File: src/rtl/shift_right_seq_if.sv
// Request/response bundle for the multi-cycle right shifter.
// The shifter is the slave; the requesting datapath is the master.
interface shift_right_seq_if #(
  parameter int unsigned WIDTH = 32,
  parameter int unsigned SHW   = 5
);
  logic             start_i;
  logic             arith_i;
  logic [WIDTH-1:0] data_i;
  logic [SHW-1:0]   shamt_i;
  logic             busy_o;
  logic             done_o;
  logic [WIDTH-1:0] data_o;

  modport slave (
    input  start_i,
    input  arith_i,
    input  data_i,
    input  shamt_i,
    output busy_o,
    output done_o,
    output data_o
  );

  modport master (
    output start_i,
    output arith_i,
    output data_i,
    output shamt_i,
    input  busy_o,
    input  done_o,
    input  data_o
  );
endinterface

File: src/rtl/shift_right_seq.sv
// Multi-cycle logical/arithmetic right shifter, STEP bits per cycle, start/done handshake.
// A new request is accepted in IDLE or DONE, so back-to-back operations run with no bubble.
module shift_right_seq #(
  parameter int unsigned WIDTH = 32,
  parameter int unsigned SHW   = 5,
  parameter int unsigned STEP  = 1
) (
  input  logic             clk_i,
  input  logic             rst_i,
  shift_right_seq_if.slave bus
);

  typedef enum logic [1:0] {
    StIdle,
    StShift,
    StDone
  } state_e;

  localparam logic [SHW-1:0] StepAmt = SHW'(STEP);

  state_e           state_q, state_d;
  logic [WIDTH-1:0] acc_q, acc_d;
  logic [SHW-1:0]   cnt_q, cnt_d;
  logic             fill_q, fill_d;
  logic [WIDTH-1:0] data_q, data_d;

  logic             accept;
  logic [SHW-1:0]   step_k;
  logic [SHW-1:0]   cnt_rem;
  logic [WIDTH-1:0] fill_mask;
  logic [WIDTH-1:0] shifted;

  // Requests arriving mid-shift are dropped, never queued.
  assign accept = bus.start_i && (state_q != StShift);

  // Final step may be shorter than STEP when shamt is not a multiple of it.
  assign step_k    = (cnt_q < StepAmt) ? cnt_q : StepAmt;
  assign cnt_rem   = cnt_q - step_k;
  assign fill_mask = fill_q ? ~({WIDTH{1'b1}} >> step_k) : '0;
  assign shifted   = (acc_q >> step_k) | fill_mask;

  always_comb begin
    state_d = state_q;
    acc_d   = acc_q;
    cnt_d   = cnt_q;
    fill_d  = fill_q;
    data_d  = data_q;

    unique case (state_q)
      StIdle, StDone: begin
        state_d = StIdle;
        if (accept) begin
          acc_d  = bus.data_i;
          cnt_d  = bus.shamt_i;
          // Sign is frozen at acceptance so later data_i changes cannot alter the fill.
          fill_d = bus.arith_i & bus.data_i[WIDTH-1];
          if (bus.shamt_i != '0) begin
            state_d = StShift;
          end else begin
            state_d = StDone;
            data_d  = bus.data_i;
          end
        end
      end
      StShift: begin
        acc_d = shifted;
        cnt_d = cnt_rem;
        if (cnt_rem == '0) begin
          state_d = StDone;
          data_d  = shifted;
        end
      end
      default: state_d = StIdle;
    endcase
  end

  always_ff @(posedge clk_i or negedge rst_i) begin
    if (!rst_i) begin
      state_q <= StIdle;
      acc_q   <= '0;
      cnt_q   <= '0;
      fill_q  <= 1'b0;
      data_q  <= '0;
    end else begin
      state_q <= state_d;
      acc_q   <= acc_d;
      cnt_q   <= cnt_d;
      fill_q  <= fill_d;
      data_q  <= data_d;
    end
  end

  // Status is decoded from the state register only; no input reaches an output combinationally.
  assign bus.busy_o = (state_q == StShift);
  assign bus.done_o = (state_q == StDone);
  assign bus.data_o = data_q;

endmodule

File: src/flat_wrapper.sv
// flat-port wrapper written by rule: the top's interface ports become plain ports
module shift_right_seq_flat 
#(
  parameter int unsigned WIDTH = 32,
  parameter int unsigned SHW   = 5,
  parameter int unsigned STEP  = 1
)
  (clk_i, rst_i, bus_start_i, bus_arith_i, bus_data_i, bus_shamt_i, bus_busy_o, bus_done_o, bus_data_o);
  shift_right_seq_if #(.WIDTH(WIDTH), .SHW(SHW)) bus_i ();
  input  logic clk_i;
  input  logic rst_i;
  input wire logic [$bits(bus_i.start_i)-1:0] bus_start_i;
  input wire logic [$bits(bus_i.arith_i)-1:0] bus_arith_i;
  input wire logic [$bits(bus_i.data_i)-1:0] bus_data_i;
  input wire logic [$bits(bus_i.shamt_i)-1:0] bus_shamt_i;
  output wire logic [$bits(bus_i.busy_o)-1:0] bus_busy_o;
  output wire logic [$bits(bus_i.done_o)-1:0] bus_done_o;
  output wire logic [$bits(bus_i.data_o)-1:0] bus_data_o;
  assign bus_i.start_i = bus_start_i;
  assign bus_i.arith_i = bus_arith_i;
  assign bus_i.data_i = bus_data_i;
  assign bus_i.shamt_i = bus_shamt_i;
  assign bus_busy_o = bus_i.busy_o;
  assign bus_done_o = bus_i.done_o;
  assign bus_data_o = bus_i.data_o;
  shift_right_seq #(.WIDTH(WIDTH), .SHW(SHW), .STEP(STEP)) u_core (.clk_i(clk_i), .rst_i(rst_i), .bus(bus_i));
endmodule
File: config.mk
export PLATFORM = sky130hd
export DESIGN_NAME = shift_right_seq_flat
export DESIGN_NICKNAME = d
export VERILOG_FILES = /design/src/rtl/shift_right_seq_if.sv /design/src/rtl/shift_right_seq.sv /design/src/flat_wrapper.sv
export SDC_FILE = /design/constraint.sdc
export NUM_CORES = 1
export LEC_CHECK = 0
export BUFFER_PORTS_ARGS = -buffer_cell sky130_fd_sc_hd__buf_2
export CORE_MARGIN = 1
export CORE_UTILIZATION = 30
export CTS_CLUSTER_DIAMETER = 120
export DETAILED_ROUTE_END_ITERATION = 8
export PLACE_DENSITY = 0.56
export SLEW_MARGIN = 15
export SYNTH_ARGS = -nofsm -noshare
export SYNTH_HDL_FRONTEND = slang
export SYNTH_SLANG_ARGS = --single-unit
File: constraint.sdc
create_clock -name clk_i -period 3.7 [get_ports clk_i]
set_input_delay 0.74 -clock clk_i [delete_from_list [all_inputs] [get_ports clk_i]]
set_output_delay 0.74 -clock clk_i [all_outputs]
set_load 0.1 [all_outputs]
==> run summary <==
Max Cap Viol: 0
Die Width: 112 um
Hold worst-path end: u_core.fill_q$_DFFE_PN0P_
Storage element area: 1800 um^2
Worst-path clk slew: 0.05 ns
# rows: 39
Dpl hpwl: 5600 um
Worst setup SP type: flip-flop
Worst-case clock buffer depth: 2
Mapped cell area: 3640 um^2
Die ar.: 12600 um^2
Top cells by count, synth: dfrtp_1 (72), mux2_2 (64), a21oi_1 (37)
# diodes: 0
Synth area leaders: dfrtp_1 (49%), mux2_2 (20%), a31oi_1 (5.5%)
Total core area: 11600 um^2
CP max stage cell: or4_1
Post-CTS sizing: 0
R2R depth: 8
Vias post-DR: 2881
Worst Skew: 0.00430 ns
Setup Buffers After CTS: 0
Synth Warn #: 0
Outcome: finished with violations
Setup Viol. Count Final: 0
Drt wl/cell: 16.2 um
Area of the multi-input gates: 1650 um^2
Buffers on Ports: 74
Relative slew margins: 38.8%
Part of the cycle the worst path needs: 77.9%
Total CTS buffers: 9
Sequential share of the synthesized area: 49.5%
Vias per std cell: 5.27
Accumulated negative setup slack: 0 ns
Buf/Inv on CP: 2
Final number of hold-violating endpoints: 0
RSZ-0062 raised after global routing: no
Post-synth top area share: 49.5%
Worst path top cell family by delay: simple AND/OR/NAND/NOR gates
Total Wirelength: 8870 um
Failing checks: DRC
Asr flop ratio synth: 100%
Fillers: 1190
GPL Wtd Cong: 0.811
Cell with the most instances after synthesis: dfrtp_1
Top FF cell, synth: dfrtp_1
Grt total ovfl: 0
Die height: 112 um
Reg2reg setup slack: 0.82 ns
CP arrival: 3.08 ns
Htree depth: 3
Root Driver: clkbuf_16
Initial antenna violation count: 0
Final nets: 443
Share of cells above drive strength 1: 42.3%
Initial core utilization: 31.4%
Crit end category: flip-flop
Worst-Margin Slew: 0.918 ns
Critical path, cell by cell: or4_1, buf_4, nand2_1, ha_1, and3_1, a21o_1, buf_4, mux2_2
Min-delay worst type: flip-flop to flip-flop
Largest net degree at the start of global routing: 73
Synth-to-Final Area Change: 19.4%
Pins Over Slew Limit: 0
Worst r2r dst: u_core.bus.data_o[1]$_DFFE_PN0P_
Critical path required time: 3.90 ns
Post-synthesis net count: 384
Clock sink count: 72
First-pass GRT wire length: 15000 um
Cell count after synthesis: 342
GRT Util Overall: 15.0%
Reg2reg start: u_core.cnt_q[2]$_DFFE_PN0P_
Minimum clock period: 2.88 ns
Hold_buf cts: 0
Crit-path most repeated cell: buf_4
Post-synth EDFFs: 0
Post-route DRC: 4
Syn avg cell area: 10.6 um^2
Fmax achieved: 0.347 GHz
Leading area contributor after synthesis: dfrtp_1
Antenna viol nets, final: 0
CTS tree: yes
Yosys cell types: 29
Clk_lat worst skew: 0.31 ns
Drt pass-1 iters: 6
CP Max Fanout: 34
Register bit total from synthesis: 72
CP max stage delay: 0.51 ns
IO Pins: 75
Hold-critical path depth: 2
Setup CP Type: flip-flop to flip-flop
Hold_sp: u_core.fill_q$_DFFE_PN0P_
Drt initial violations: 170
Number of global-route vias before repair: 2913
## worst max path at each step
stage | startpoint | endpoint | slack [ns] | cells past startpoint
5_1_grt | u_core.cnt_q[2]$_DFFE_PN0P_ | u_core.bus.data_o[6]$_DFFE_PN0P_ | 0.70 | 8
3_5_place_dp | u_core.cnt_q[4]$_DFFE_PN0P_ | u_core.bus.data_o[20]$_DFFE_PN0P_ | 0.83 | 8
6_report | u_core.cnt_q[2]$_DFFE_PN0P_ | u_core.bus.data_o[1]$_DFFE_PN0P_ | 0.82 | 8
3_3_place_gp | u_core.cnt_q[4]$_DFFE_PN0P_ | u_core.bus.data_o[8]$_DFFE_PN0P_ | 0.93 | 8
2_1_floorplan | u_core.state_q[1]$_DFFE_PN0P_ | bus_busy_o | 1.11 | 5
4_1_cts | u_core.cnt_q[4]$_DFFE_PN0P_ | u_core.bus.data_o[6]$_DFFE_PN0P_ | 0.81 | 8
## layer usage
layer / vias to the layer above / global-route usage, % / part of all wire [%]
li1: 1368 / - / -
met1: 1413 / 19.8 / 44
met2: 94 / 24.6 / 49
met3: 6 / 3.40 / 5.7
met4: 0 / 4.27 / 0.77
met5: - / 0 / 0
## worst register-to-register path: cells and delay by family, from the launching register on
| kind | cells | cell delay [ns] |
|---|---|---|
| AOI/OAI and AO/OA | 1 | 0.11 |
| adders and majority gates | 1 | 0.25 |
| buffers and inverters | 2 | 0.69 |
| DFF | 1 | 0.48 |
| muxes | 1 | 0.40 |
| and+or+nand+nor | 3 | 0.84 |
## area by class of cell
cell class	instances	area share, %
clock inverters	4	0.518
flip-flops and latches	72	41.5
multi-input cells	234	38.0
repair buffers	81	10.1
clock buffers	10	5.50
well taps	143	4.12
inverters	3	0.259
## sequential cells by signal, indices dropped and copies added (netlist names)
| register | count |
|---|---|
| u_core.fill_q | 1 |
| u_core.acc_q | 32 |
| u_core.cnt_q | 5 |
| u_core.bus.data_o | 32 |
| u_core.state_q | 2 |
## placed cells by master, fill, tap and decap left out, types with 9 or more instances in the layout
cell type,synthesis,final
a31oi_1,32,32
a21oi_1,37,37
o21ai_1,19,19
o21ai_2,9,9
buf_2,7,72
mux2_2,64,64
clkbuf_16,0,9
nor2_1,36,36
o21ai_0,10,10
dfrtp_1,72,72
## logic make-up (layout without fill, tap and decap cells)
family	after synthesis	in the layout	synth area share, %
mux	64	64	19.8
simple gates	57	57	6.91
compound gates	112	112	18.0
flops	72	72	49.5
buf+inv	36	98	5.50
fa+ha+maj	1	1	0.344
## stage by stage
| stage | cells | setup WS [ns] | hold WS, ns | cell area [um^2] | utilization (%) |
|---|---|---|---|---|---|
| 2_1_floorplan | 342 | 1.11 | 0.432 | 3640 | - |
| 3_3_place_gp | 533 | 0.927 | 0.457 | 4090 | 35.2 |
| 3_5_place_dp | 533 | 0.831 | 0.466 | 4090 | 35.2 |
| 4_1_cts | 547 | 0.811 | 0.479 | 4350 | 37.4 |
| 5_1_grt | 547 | 0.698 | 0.503 | 4350 | 37.4 |
| 6_report | 547 | 0.816 | 0.467 | 4350 | 37.4 |
Power is left out: the tool's default activity adds up to more than one toggle a clock period on the data nets, which glitch-free logic cannot reach.
